File: src/rtl/m_store_buffer_pkg.sv
// Shared types for the M-stage store buffer: store op codes, default depth and the FIFO entry layout.
package m_store_buffer_pkg;

  localparam int SB_DEPTH = 2;

  typedef enum logic [1:0] {
    ST_NO = 2'd0,
    ST_W  = 2'd1,
    ST_H  = 2'd2,
    ST_B  = 2'd3
  } st_op_e;

  // Only the word address is kept; the byte enables carry the low address bits.
  typedef struct packed {
    logic [29:0] waddr;
    logic [3:0]  byteen;
    logic [31:0] wdata;
  } sb_entry_t;

endpackage

File: src/rtl/m_store_buffer_if.sv
// Request and data-memory bus bundle of the store buffer; the buffer is the slave side.
interface m_store_buffer_if;
  // Handshake: a beat transfers on a rising edge where valid && ready; the source holds
  // its payload stable while valid is high and ready low; ready never depends on valid.
  logic        req_valid;
  logic        req_ready;
  logic [1:0]  req_op;
  logic [31:0] req_addr;
  logic [31:0] req_data;
  logic        bus_valid;
  logic        bus_ready;
  logic [31:0] bus_addr;
  logic [3:0]  bus_byteen;
  logic [31:0] bus_wdata;

  modport master (
    output req_valid, req_op, req_addr, req_data, bus_ready,
    input  req_ready, bus_valid, bus_addr, bus_byteen, bus_wdata
  );

  modport slave (
    input  req_valid, req_op, req_addr, req_data, bus_ready,
    output req_ready, bus_valid, bus_addr, bus_byteen, bus_wdata
  );
endinterface

File: src/rtl/m_store_buffer_align.sv
// m_store_align: combinational byte-enable / lane replication for sw, sh, sb.
// STORE_ADES_CHECK_EN enables misalignment detection; otherwise low address bits are ignored per op.
module m_store_align
  import m_store_buffer_pkg::*;
(
  input  logic [1:0]  op,
  input  logic [1:0]  a,
  input  logic [31:0] d,
  output logic [3:0]  byteen,
  output logic [31:0] wdata,
  output logic        misaligned
);

  always_comb begin
    byteen     = 4'b0000;
    wdata      = d;
    misaligned = 1'b0;
    case (op)
      ST_W: begin
        byteen = 4'b1111;
        wdata  = d;
`ifdef STORE_ADES_CHECK_EN
        misaligned = (a != 2'b00);
`endif
      end
      ST_H: begin
        // a[0] never selects a lane, so a disabled check simply drops it.
        byteen = a[1] ? 4'b1100 : 4'b0011;
        wdata  = {2{d[15:0]}};
`ifdef STORE_ADES_CHECK_EN
        misaligned = a[0];
`endif
      end
      ST_B: begin
        byteen = 4'b0001 << a;
        wdata  = {4{d[7:0]}};
      end
      default: begin
        byteen = 4'b0000;
      end
    endcase
  end

endmodule

File: src/rtl/m_store_buffer.sv
// M-stage store buffer: aligns sw/sh/sb, queues them in a DEPTH-entry FIFO and drains to memory.
// STORE_ADES_CHECK_EN enables AdES on misaligned stores; otherwise exc_* are tied to zero.
module m_store_buffer
  import m_store_buffer_pkg::*;
#(
  parameter int DEPTH = SB_DEPTH
) (
  input  logic              clk,
  input  logic              reset,
  m_store_buffer_if.slave   sb,
  input  logic [31:0]       ld_addr,
  output logic              ld_conflict,
  output logic              buf_empty,
  output logic              exc_ades,
  output logic [31:0]       exc_badvaddr
);

  localparam int PTR_W = $clog2(DEPTH);
  localparam logic [PTR_W:0] FULL_CNT = (PTR_W + 1)'(DEPTH);

  logic [3:0]  al_byteen;
  logic [31:0] al_wdata;
  logic        al_misaligned;

  m_store_align u_align (
    .op         (sb.req_op),
    .a          (sb.req_addr[1:0]),
    .d          (sb.req_data),
    .byteen     (al_byteen),
    .wdata      (al_wdata),
    .misaligned (al_misaligned)
  );

  sb_entry_t        entry_q [DEPTH];
  sb_entry_t        entry_d [DEPTH];
  logic [PTR_W-1:0] wr_ptr_q, wr_ptr_d;
  logic [PTR_W-1:0] rd_ptr_q, rd_ptr_d;
  logic [PTR_W:0]   count_q, count_d;

  logic full, empty, do_push, do_pop;

  assign full    = (count_q == FULL_CNT);
  assign empty   = (count_q == '0);
  assign do_push = sb.req_valid && !full && (sb.req_op != ST_NO) && !al_misaligned;
  assign do_pop  = !empty && sb.bus_ready;

  always_comb begin
    entry_d  = entry_q;
    wr_ptr_d = wr_ptr_q;
    rd_ptr_d = rd_ptr_q;
    count_d  = count_q;
    if (do_push) begin
      entry_d[wr_ptr_q] = '{waddr: sb.req_addr[31:2], byteen: al_byteen, wdata: al_wdata};
      wr_ptr_d = wr_ptr_q + PTR_W'(1);
    end
    if (do_pop) begin
      rd_ptr_d = rd_ptr_q + PTR_W'(1);
    end
    case ({do_push, do_pop})
      2'b10:   count_d = count_q + (PTR_W + 1)'(1);
      2'b01:   count_d = count_q - (PTR_W + 1)'(1);
      default: count_d = count_q;
    endcase
  end

  always_ff @(posedge clk) begin
    if (reset) begin
      wr_ptr_q <= '0;
      rd_ptr_q <= '0;
      count_q  <= '0;
      for (int i = 0; i < DEPTH; i++) entry_q[i] <= '0;
    end else begin
      wr_ptr_q <= wr_ptr_d;
      rd_ptr_q <= rd_ptr_d;
      count_q  <= count_d;
      entry_q  <= entry_d;
    end
  end

  // Bus sees only stored entries; a new request shows up one cycle after it is accepted.
  assign sb.req_ready  = !full;
  assign sb.bus_valid  = !empty;
  assign sb.bus_addr   = {entry_q[rd_ptr_q].waddr, 2'b00};
  assign sb.bus_byteen = entry_q[rd_ptr_q].byteen;
  assign sb.bus_wdata  = entry_q[rd_ptr_q].wdata;
  assign buf_empty     = empty;

  logic [PTR_W-1:0] slot_ofs;
  logic             ld_unused;
  assign ld_unused = ^ld_addr[1:0];

  // A slot is occupied when its distance from the read pointer is below the count.
  always_comb begin
    ld_conflict = 1'b0;
    slot_ofs    = '0;
    for (int i = 0; i < DEPTH; i++) begin
      slot_ofs = PTR_W'(i) - rd_ptr_q;
      if (({1'b0, slot_ofs} < count_q) && (entry_q[i].waddr == ld_addr[31:2])) begin
        ld_conflict = 1'b1;
      end
    end
  end

`ifdef STORE_ADES_CHECK_EN
  logic        exc_ades_q, exc_ades_d;
  logic [31:0] exc_badvaddr_q, exc_badvaddr_d;

  always_comb begin
    exc_ades_d     = sb.req_valid && al_misaligned;
    exc_badvaddr_d = exc_ades_d ? sb.req_addr : exc_badvaddr_q;
  end

  always_ff @(posedge clk) begin
    if (reset) begin
      exc_ades_q     <= 1'b0;
      exc_badvaddr_q <= '0;
    end else begin
      exc_ades_q     <= exc_ades_d;
      exc_badvaddr_q <= exc_badvaddr_d;
    end
  end

  assign exc_ades     = exc_ades_q;
  assign exc_badvaddr = exc_badvaddr_q;
`else
  assign exc_ades     = 1'b0;
  assign exc_badvaddr = '0;
`endif

endmodule
File: src/flat_wrapper.sv
// flat-port wrapper written by rule: the top's interface ports become plain ports
module m_store_buffer_flat import m_store_buffer_pkg::*;
#(
  parameter int DEPTH = SB_DEPTH
)
  (clk, reset, ld_addr, ld_conflict, buf_empty, exc_ades, exc_badvaddr, sb_req_valid, sb_req_op, sb_req_addr, sb_req_data, sb_bus_ready, sb_req_ready, sb_bus_valid, sb_bus_addr, sb_bus_byteen, sb_bus_wdata);
  m_store_buffer_if sb_i ();
  input  logic clk;
  input  logic reset;
  input  logic [31:0] ld_addr;
  output logic ld_conflict;
  output logic buf_empty;
  output logic exc_ades;
  output logic [31:0] exc_badvaddr;
  input wire logic [$bits(sb_i.req_valid)-1:0] sb_req_valid;
  input wire logic [$bits(sb_i.req_op)-1:0] sb_req_op;
  input wire logic [$bits(sb_i.req_addr)-1:0] sb_req_addr;
  input wire logic [$bits(sb_i.req_data)-1:0] sb_req_data;
  input wire logic [$bits(sb_i.bus_ready)-1:0] sb_bus_ready;
  output wire logic [$bits(sb_i.req_ready)-1:0] sb_req_ready;
  output wire logic [$bits(sb_i.bus_valid)-1:0] sb_bus_valid;
  output wire logic [$bits(sb_i.bus_addr)-1:0] sb_bus_addr;
  output wire logic [$bits(sb_i.bus_byteen)-1:0] sb_bus_byteen;
  output wire logic [$bits(sb_i.bus_wdata)-1:0] sb_bus_wdata;
  assign sb_i.req_valid = sb_req_valid;
  assign sb_i.req_op = sb_req_op;
  assign sb_i.req_addr = sb_req_addr;
  assign sb_i.req_data = sb_req_data;
  assign sb_i.bus_ready = sb_bus_ready;
  assign sb_req_ready = sb_i.req_ready;
  assign sb_bus_valid = sb_i.bus_valid;
  assign sb_bus_addr = sb_i.bus_addr;
  assign sb_bus_byteen = sb_i.bus_byteen;
  assign sb_bus_wdata = sb_i.bus_wdata;
  m_store_buffer #(.DEPTH(DEPTH)) u_core (.clk(clk), .reset(reset), .sb(sb_i), .ld_addr(ld_addr), .ld_conflict(ld_conflict), .buf_empty(buf_empty), .exc_ades(exc_ades), .exc_badvaddr(exc_badvaddr));
endmodule
File: config.mk
export PLATFORM = sky130hd
export DESIGN_NAME = m_store_buffer_flat
export DESIGN_NICKNAME = d
export VERILOG_FILES = /design/src/rtl/m_store_buffer_pkg.sv /design/src/rtl/m_store_buffer_if.sv /design/src/rtl/m_store_buffer_align.sv /design/src/rtl/m_store_buffer.sv /design/src/flat_wrapper.sv
export SDC_FILE = /design/constraint.sdc
export NUM_CORES = 1
export LEC_CHECK = 0
export ABC_CLOCK_PERIOD_IN_PS = 4550
export BUFFER_PORTS_ARGS = -buffer_cell sky130_fd_sc_hd__buf_2
export CORE_MARGIN = 2
export CORE_UTILIZATION = 50
export DETAILED_ROUTE_END_ITERATION = 16
export GPL_ROUTABILITY_DRIVEN = 0
export HOLD_SLACK_MARGIN = 0.02
export PLACE_DENSITY = 0.78
export SLEW_MARGIN = 20
export SYNTH_ARGS = -nofsm -noshare
export SYNTH_HDL_FRONTEND = slang
export SYNTH_HIERARCHICAL = 1
export SYNTH_SLANG_ARGS = --single-unit
File: constraint.sdc
create_clock -name clk -period 4.55 [get_ports clk]
set_input_delay 0.91 -clock clk [delete_from_list [all_inputs] [get_ports clk]]
set_output_delay 0.91 -clock clk [all_outputs]
set_load 0.02 [all_outputs]
==> run summary, run 1 <==
RSZ-0062 raised after global routing: false
boundary pin count: 207
CP Capture Type: output port
Post-Synth XOR/XNOR Area: 7.916%
Iter 0 DRT Violations: 462
cells on worst reg2reg path: 6
origin of the worst setup path: u_core/rd_ptr_q
Reg clk slew, reported paths: 60 ps
FILL cells: 1290
reg-to-reg endpoint: u_core/entry_q[33]
Clock Latency Late Sink: 430 ps
worst-margin pin slew: 1039 ps
post-CTS setup buffers: 0
die height: 122.1 um
Power Total: 3.473 mW
CTS max path bufs: 2
crit start category: register
antenna violations before repair: 0
CTS tree: yes
n_diodes: 0
DR WL/cell: 15.83 um
min-delay src: u_core/entry_q[100]
WP data arrival: 2400 ps
Worst Hold Slack: 450.2 ps
WP data required: 3640 ps
Multi-input gate area: 0.003746 mm^2
Pre-antenna DRT Iters: 5
Tcrit/Tclk final: 72.82%
main combinational cell family by area after synthesis: simple AND/OR/NAND/NOR gates
die area: 0.01490 mm^2
Most used DFF post-synth: dfxtp_1
HPWL after detailed placement: 12240 um
number of CTS-inserted buffers: 17
power per cell area: 419.8 mW/mm^2
port bufs: 169
row count: 43
Period minus WS final: 3313 ps
CTS Hold Bufs: 0
Crit path buffers/inverters: 2
first-pass GRT wire length: 28420 um
grt total ovfl: 0
post-CTS resize count: 0
cell with the most instances after synthesis: nand2_1
Post-Synth Simple-Gate Area: 17.64%
number of synthesized flops with an enable pin: 0
list of most frequent post-synthesis cells: 267 x nand2_1, 147 x a21oi_1, 136 x dfxtp_1
Die X-Extent: 122.1 um
Final Slew Violations: 0
routed vias: 6095
vias in the first global route: 5570
Crit path largest cell delay: 680 ps
Setup crit end: sb_bus_wdata[14]
crit path max fanout: 49
Worst slew margin: 30.75%
H-tree lvl count: 4
Yosys reg bits: 136
Max Cap Violations: 0
mux share of post-synthesis cell area: 14.40%
Worst path depth: 3
largest net degree at the start of global routing: 98
Synth area leader: dfxtp_1
outcome: finished clean
share of cells above drive strength 1: 29.80%
CP max-delay cell: buf_4
clock skew: 10.32 ps
cell family with most CP delay: buffers and inverters
Post-Syn Instances: 857
sequential share of the synthesized area: 39.06%
total wire length: 18680 um
All-Layer GR Usage: 24.74%
maximum VDD drop: 0.0002733 V
fmax: 0.3018 GHz
fraction of registers with async set/reset: 0%
R2R Path Start: u_core/count_q[0]
yosys warns: 6
Layout Utilization: 60.06%
CP cell instances: buf_4, mux2_2, buf_2
clock tree sinks: 136
Post-route DRC: 0
DR vias/cell: 5.165
Compound-Gate Fraction of Synth Area: 11.38%
Final #Nets: 1090
Layout Area Growth over Synthesis: 18.67%
post-synth top area share: 39.06%
Routed Antenna Nets: 0
Netlist cell types: 32
TNS Setup: 0 ps
clock root buffer master: clkbuf_16
final setup vio count: 0
mapped cell area: 0.006970 mm^2
critical path class: register to output port
class of the worst hold path: register to register
Synth area leaders: dfxtp_1 39%, nand2_1 14%, mux2_2 13%, a21oi_1 11%, buf_4 6.0%
Avg Cell Area, Syn: 8.134 um^2
initial cell density of the core: 50.61%
reg-to-reg setup timing slack: 2340 ps
final hold vios: 0
register area: 0.002724 mm^2
core area: 0.01377 mm^2
leakage: 3.445 nW
Synth Area in Adders: 0.1795%
per-layer routing:
layer,GRT usage [%],vias up,wire [um]
li1,-,3019,-
met1,30.03,2816,7796
met2,41.83,234,9059
met3,7.444,26,1503
met4,8.190,0,318
met5,0,-,0
worst min path at each step:
stage	slack [ps]	depth (start not counted)	to
final	450	2	u_core/entry_q[100]
after CTS	450	2	u_core/entry_q[10]
after global routing	470	2	u_core/entry_q[12]
after global placement	440	2	u_core/entry_q[4]
after floorplan	430	2	u_core/entry_q[0]
after detailed placement	440	2	u_core/entry_q[10]
worst min-delay path: cells and delay by family (launching register included):
family | cells | cell delay [ps]
AO/OA/AOI/OAI | 1 | 50
AND/OR/NAND/NOR | 1 | 50
flip-flops | 1 | 300
flip-flops by register name, summed over array words and instances (netlist names):
signal,cells
u_core/wr_ptr_q,1
u_core/count_q,2
u_core/entry_q,132
u_core/rd_ptr_q,1
area by class of cell:
class / count / share of cell area [%]
clock buffer: 19 / 5.355
clock inverter: 13 / 2.329
inverter: 4 / 0.1815
sequential: 136 / 32.93
timing repair buffer: 176 / 11.19
multi-input combinational: 652 / 45.29
tap: 180 / 2.723
power by group:
| group | switching, mW | leakage [nW] | total [mW] | internal [mW] |
|---|---|---|---|---|
| sequential | 0.0631 | 1.10 | 1.31 | 1.25 |
| clock | 0.543 | 0.310 | 1.48 | 0.940 |
| combinational | 0.409 | 2.03 | 0.680 | 0.271 |
| total | 1.01 | 3.45 | 3.47 | 2.46 |
placed cells by master (no fill, tap or decap), types with 2 or more instances in the layout:
master / n
dfxtp_1: 135
inv_1: 4
buf_2: 168
clkinv_4: 2
xnor2_1: 36
inv_6: 3
nor2_4: 2
o21ai_0: 3
mux2i_1: 8
conb_1: 36
nor3_1: 2
bufinv_16: 4
xor2_1: 27
nand4_1: 9
nand2_1: 267
buf_12: 2
nand3_1: 2
a21oi_1: 147
clkbuf_16: 17
clkinv_2: 2
nor4_1: 7
buf_4: 6
nand2b_2: 2
nor2_1: 11
mux2_2: 82
kinds of logic after synthesis:
| logic type | after synthesis |
|---|---|
| compound gates | 153 |
| xor+xnor | 63 |
| other cells | 2 |
| mux | 90 |
| fa+ha+maj | 1 |
| flops | 136 |
| simple gates | 309 |
| buf+inv | 103 |
stage by stage:
stage	setup WS [ps]	area, um^2	cells
3_5_place_dp	1310	7636	1148
5_1_grt	1163	8272	1180
6_report	1237	8272	1180
2_1_floorplan	1460	7098	891
3_3_place_gp	1309	7636	1148
4_1_cts	1249	8272	1180
(Power assumes the default switching activity.)
==> run 2: changes to the inputs <==
- ABC_AREA: unset -> 1
- ABC_CLOCK_PERIOD_IN_PS: 4550 -> 3150
- PLACE_DENSITY: 0.78 -> 0.77
- clock period: 4.55 -> 3.15 ns (I/O delays scaled with it)
==> run 2 against run 1 <==
Net effect: flip-flop and latch count is the same; count of clock-buffer cells in the layout shrank 1; critical path depth grew 2; clock power grew 34%; critical endpoint is now sb_bus_wdata[8]; largest power group unchanged.
==> run summary, run 2 <==
Cells on Worst Hold Path: 3 (+1)
fmax: 0.3747 GHz
Sw Pwr: 1.354 mW (+33%)
Layout Area Growth over Synthesis: 16.61%
Final Slew Violations: 0 (unchanged)
vias in the first global route: 6729 (+21%)
number of CTS-inserted buffers: 17 (unchanged)
worst-margin pin slew: 682.8 ps (-356.0 ps)
CTS tree: yes
die area: 0.01577 mm^2 (+5.8%)
Place WS: 737.6 ps (-572.5 ps)
yosys warns: 6 (unchanged)
WP data required: 2520 ps (-1120 ps)
outcome: finished clean
Crit path largest cell delay: 530 ps (-150 ps)
cells on worst reg2reg path: 9 (+3)
Inst Count DP: 1482 (+29%)
clock tree sinks: 136 (unchanged)
Synth area leaders: dfxtp_1 37%, nand2_1 31%, a21oi_1 9.1%, buf_4 4.8%, inv_1 3.9%
WP data arrival: 2040 ps (-360 ps)
RSZ-0062 raised after global routing: false
internal power: 3.191 mW (+30%)
crit path max fanout: 48 (-2.0%)
Routed Antenna Nets: 0 (unchanged)
grt total ovfl: 0 (unchanged)
maximum VDD drop: 0.0003518 V (+29%)
final hold vios: 0 (unchanged)
crit start category: register
TNS Setup: 0 ps (unchanged)
Largest regs: u_core/entry_q (132), u_core/count_q (2)
total wire length: 21160 um (+13%)
power per cell area: 527.3 mW/mm^2 (+26%)
CP Capture Type: output port
list of most frequent post-synthesis cells: 604 x nand2_1, 136 x dfxtp_1, 135 x a21oi_1
initial cell density of the core: 51.05% (+0.44 points)
Clock Latency Late Sink: 420 ps (about the same)
post-CTS setup buffers: 0 (unchanged)
Post-Syn Instances: 1187 (+39%)
CP cell instances: buf_4, buf_4, nand2_1, nand2_1, buf_2
post-CTS resize count: 0 (unchanged)
boundary pin count: 207 (unchanged)
class of the worst hold path: input pin to register
critical path class: register to output port
clock share of power: 43.6% (+0.9 points)
port bufs: 169 (unchanged)
FILL cells: 1446 (+12%)
clock skew: 2.484 ps (-7.834 ps)
cell with the most instances after synthesis: nand2_1
antenna violations before repair: 1 (+1)
Finished Layout Cells: 1515 (+28%)
Die X-Extent: 125.6 um (+2.9%)
Synth area leader: dfxtp_1
share of cells above drive strength 1: 16.99% (-13 points)
routed vias: 7589 (+25%)
Post-route DRC: 0 (unchanged)
sequential share of the synthesized area: 36.84% (-2.2 points)
first-pass GRT wire length: 33450 um (+18%)
most frequent cells in the layout: 604 x nand2_1, 168 x buf_2, 135 x a21oi_1, 135 x dfxtp_1, 77 x inv_1
max reg flops: 132 (unchanged)
combinational power share: 16.4% (-3.2 points)
CTS max path bufs: 2 (unchanged)
row count: 44 (+2.3%)
Biggest register: u_core/entry_q
Netlist cell types: 25 (-22%)
HPWL after detailed placement: 14470 um (+18%)
clock root buffer master: clkbuf_16
DR vias/cell: 5.009 (-3.0%)
post-synth top area share: 36.84% (-2.2 points)
Switching Share: 29.78% (+0.56 points)
Pre-antenna DRT Iters: 7 (+2)
Period minus WS final: 2669 ps
Seq pwr share: 40.0% (+2.3 points)
final setup vio count: 0 (unchanged)
Worst slew margin: 54.48% (+24 points)
leakage: 4.005 nW (+16%)
CP max-delay cell: buf_4
largest net degree at the start of global routing: 61 (-38%)
CTS Hold Bufs: 0 (unchanged)
mapped cell area: 0.007391 mm^2 (+6.0%)
Final #Nets: 1420 (+30%)
Tcrit/Tclk final: 84.72%
DR WL/cell: 13.97 um (-12%)
Reg clk slew, reported paths: 60 ps (about the same)
most common cell after layout, fill and taps aside: nand2_1
Layout Utilization: 59.52% (-0.53 points)
fraction of registers with async set/reset: 0% (unchanged)
H-tree lvl count: 4 (unchanged)
number of synthesized flops with an enable pin: 0 (unchanged)
Max Cap Violations: 0 (unchanged)
Avg Cell Area, Syn: 6.226 um^2 (-23%)
All-Layer GR Usage: 26.62% (+1.9 points)
Yosys reg bits: 136 (unchanged)
Iter 0 DRT Violations: 649 (+40%)
final setup margin: 481.4 ps (-755.3 ps)
Power Total: 4.545 mW (+31%)
Most used DFF post-synth: dfxtp_1
die height: 125.6 um (+2.9%)
core area: 0.01448 mm^2 (+5.1%)
## run 2: cell count changes after synthesis, sizes merged, moves of 21 or more
cell,before,now
xor2,27,2
nand2,268,607
nand3,2,25
mux2,82,0
inv,4,81
o21ai,3,24
nor2,13,34
## run 2: stage by stage
step / hold slack (ps) / area (um^2)
after floorplan: 443.6 / 7518
final: 458.1 / 8618
after global routing: 456.4 / 8616
after detailed placement: 455.3 / 8026
after global placement: 452.0 / 8026
after CTS: 443.0 / 8616
## run 2: power by group through the flow
stage,sequential (mW),clock [mW],combinational [mW]
floorplan,1.85,0,0.536
global placement,1.85,0,0.732
detailed placement,1.86,0,0.738
CTS,1.82,2.01,0.741
global route,1.83,2.09,0.820
finish,1.82,1.98,0.745
## run 2: area by class of cell
cell class	count	area (um^2)	area share (%)
repair buffers	183	965.9	11.21
inverters	81	309.0	3.586
well taps	184	230.2	2.671
clock buffers	18	439.2	5.096
flip-flops and latches	136	2724	31.61
clock inverters	14	150.1	1.742
diodes	1	2.502	0.02904
multi-input cells	898	3797	44.06
## run 2: path summary, 6_finish.rpt
path / startpoint / to / slack (ps)
max: u_core/rd_ptr_q / sb_bus_wdata[8] / 480
min: sb_req_addr[24] / u_core/entry_q[58] / 460
max reg2reg: u_core/count_q[1] / u_core/count_q[1] / 1340
min reg2reg: u_core/entry_q[2] / u_core/entry_q[2] / 460
## run 2: worst max-delay path: cells and delay by family, from the launching register on
family                 cells  cell delay [ps]
buffers and inverters      3             1030
flip-flops                 1              330
AND/OR/NAND/NOR            2              220
## run 2: per-layer routing
metal	up-vias	GRT usage (%)	routed length, um
met5	-	0	0
met4	0	11.05	663
met3	41	6.889	2033
met2	349	42.48	9736
met1	3380	34.27	8727
li1	3819	-	-
## run 2: cell families after synthesis
logic type               synth area share, %
AO/OA/AOI/OAI                          10.77
XOR/XNOR                               3.437
adder cells (fa/ha/maj)               0.1693
buffers and inverters                  13.64
flip-flops                             36.84
other                                 0.1016
AND/OR/NAND/NOR                        35.04
==> run 3: changes to the inputs <==
- ABC_CLOCK_PERIOD_IN_PS: 3150 -> 2500
- clock period: 3.15 -> 2.5 ns (I/O delays scaled with it)
==> run 3 against run 2 <==
Net effect: routed wire length down 0.10%; global-route usage down 0.43 points; hold slack worse by 120 ps; die area unchanged; first-iteration DRC count up 5.7%; critical path depth up 5; clock power up 36%; via count about the same; sequential power up 26%; clock skew up 5.0 ps; utilization up 0.51 points; final area up 0.86%; critical path type unchanged.
==> run summary, run 3 (same netlist as run 2, synthesis figures left out) <==
outcome: finished clean
R2R Path Start: u_core/count_q[1]
power per cell area: 682.7 mW/mm^2 (+29%)
reg-to-reg setup timing slack: 720 ps (-620 ps)
die height: 125.6 um (unchanged)
clock tree sinks: 136 (unchanged)
final hold vios: 0 (unchanged)
reg-to-reg endpoint: u_core/entry_q[125]
max reg flops: 132 (unchanged)
critical path class: register to output port
All-Layer GR Usage: 26.19% (-0.43 points)
antenna violations before repair: 2 (+1)
Iter 0 DRT Violations: 686 (+5.7%)
CP max-delay cell: dfxtp_2
Routed Antenna Nets: 0 (unchanged)
Final Slew Violations: 0 (unchanged)
Biggest register: u_core/entry_q
Layout Utilization: 60.03% (+0.51 points)
DR WL/cell: 13.94 um (-0.17%)
Max Cap Violations: 0 (unchanged)
class of the worst hold path: input pin to register
post-CTS setup buffers: 0 (unchanged)
Post-route DRC: 0 (unchanged)
CTS Hold Bufs: 0 (unchanged)
fmax: 0.4322 GHz
number of CTS-inserted buffers: 17 (unchanged)
cells on worst reg2reg path: 5 (-4)
HPWL after detailed placement: 14370 um (-0.67%)
die area: 0.01577 mm^2 (unchanged)
core area: 0.01448 mm^2 (unchanged)
Layout Area Growth over Synthesis: 17.61%
final setup vio count: 0 (unchanged)
Clock Latency Late Sink: 420 ps (about the same)
routed vias: 7587 (-0.026%)
most frequent cells in the layout: 604 x nand2_1, 168 x buf_2, 135 x a21oi_1, 135 x dfxtp_1, 77 x inv_1
Inst Count DP: 1482 (unchanged)
clock skew: 7.528 ps (+5.044 ps)
H-tree lvl count: 4 (unchanged)
CP Capture Type: output port
share of cells above drive strength 1: 16.99% (unchanged)
Final #Nets: 1420 (unchanged)
clock root buffer master: clkbuf_16
vias in the first global route: 6626 (-1.5%)
total wire length: 21140 um (-0.10%)
post-CTS resize count: 0 (unchanged)
CTS max path bufs: 2 (unchanged)
Power Total: 5.934 mW (+31%)
row count: 44 (unchanged)
TNS Setup: 0 ps (unchanged)
min-delay src: sb_req_addr[29]
Crit path largest cell delay: 360 ps (-170 ps)
WP data arrival: 1810 ps (-230 ps)
Tcrit/Tclk final: 92.55%
crit path max fanout: 19 (-60%)
CP cell instances: buf_4, nor2_1, nor2_1, nand2_1, nor2_1, nand2_1, nor2_1, nand2_1, nand2_1, buf_2
initial cell density of the core: 51.05% (unchanged)
maximum VDD drop: 0.0004555 V (+29%)
DR vias/cell: 5.005 (about the same)
Worst Hold Slack: 337.1 ps (-121.0 ps)
Pre-antenna DRT Iters: 5 (-2)
port bufs: 169 (unchanged)
RSZ-0062 raised after global routing: false
cell family with most CP delay: simple AND/OR/NAND/NOR gates
worst-margin pin slew: 799.8 ps (+117.0 ps)
boundary pin count: 207 (unchanged)
Cells on Worst Hold Path: 3 (unchanged)
WP data required: 2000 ps (-520 ps)
Worst slew margin: 46.68% (-7.8 points)
leakage: 4.050 nW (+1.1%)
Largest regs: u_core/entry_q (132), u_core/count_q (2)
crit start category: register
largest net degree at the start of global routing: 68 (+11%)
grt total ovfl: 0 (unchanged)
most common cell after layout, fill and taps aside: nand2_1
Worst Hold Path EP: u_core/entry_q[129]
Reg clk slew, reported paths: 60 ps (about the same)
Period minus WS final: 2314 ps
CTS tree: yes
Finished Layout Cells: 1516 (+0.066%)
Die X-Extent: 125.6 um (unchanged)
Crit path buffers/inverters: 2 (-1)
first-pass GRT wire length: 33020 um (-1.3%)
## run 3: cell count changes in the layout (fill, tap and decap cells not counted)
cell	previous run	this run
clkinvlp_4	6	3
buf_12	1	3
buf_4	14	12
bufinv_16	2	4
diode_2	1	2
inv_6	3	4
## run 3: worst min-delay path: stages
cell,delay (ps)
buf_2,100
nand2_1,50
a21oi_1,50
## run 3: how the worst max path moves through the flow
| stage | cells past startpoint | to | startpoint |
|---|---|---|---|
| after floorplan | 4 | sb_bus_addr[19] | u_core/rd_ptr_q |
| after global placement | 9 | ld_conflict | ld_addr[24] |
| after detailed placement | 9 | ld_conflict | ld_addr[24] |
| after CTS | 10 | ld_conflict | u_core/rd_ptr_q |
| after global routing | 10 | ld_conflict | u_core/rd_ptr_q |
| final | 10 | ld_conflict | u_core/rd_ptr_q |
## run 3: final cells by class
class                   count  area, um^2
well taps                 184       230.2
inverters                  81       309.0
clock buffers              18       439.2
clock inverters            14       196.4
diodes                      2       5.005
flip-flops and latches    136        2724
fillers                  1433        5787
multi-input cells         898        3797
repair buffers            183       991.0
## run 3: routing by layer
metal  GRT usage [%]  vias to the layer above  share of wire, %
met5               0                        -                 0
met4           10.46                        0               2.6
met3           5.777                       35               9.0
met2           42.38                      355                47
met1           34.03                     3375                41
li1                -                     3822                 -
## run 3: stage by stage
step / setup slack [ps] / instance area (um^2)
after floorplan: 628.3 / 7518
after global placement: 500.0 / 8051
after detailed placement: 489.3 / 8051
after CTS: 184.4 / 8687
after global routing: 40.30 / 8690
final: 186.2 / 8692
## run 3: power by group
group | switching [mW] | leakage [nW] | internal (mW) | total [mW]
registers | 0.0524 | 1.10 | 2.24 | 2.30
logic | 0.660 | 2.64 | 0.292 | 0.951
clock network | 0.984 | 0.303 | 1.70 | 2.69
total | 1.70 | 4.05 | 4.24 | 5.93
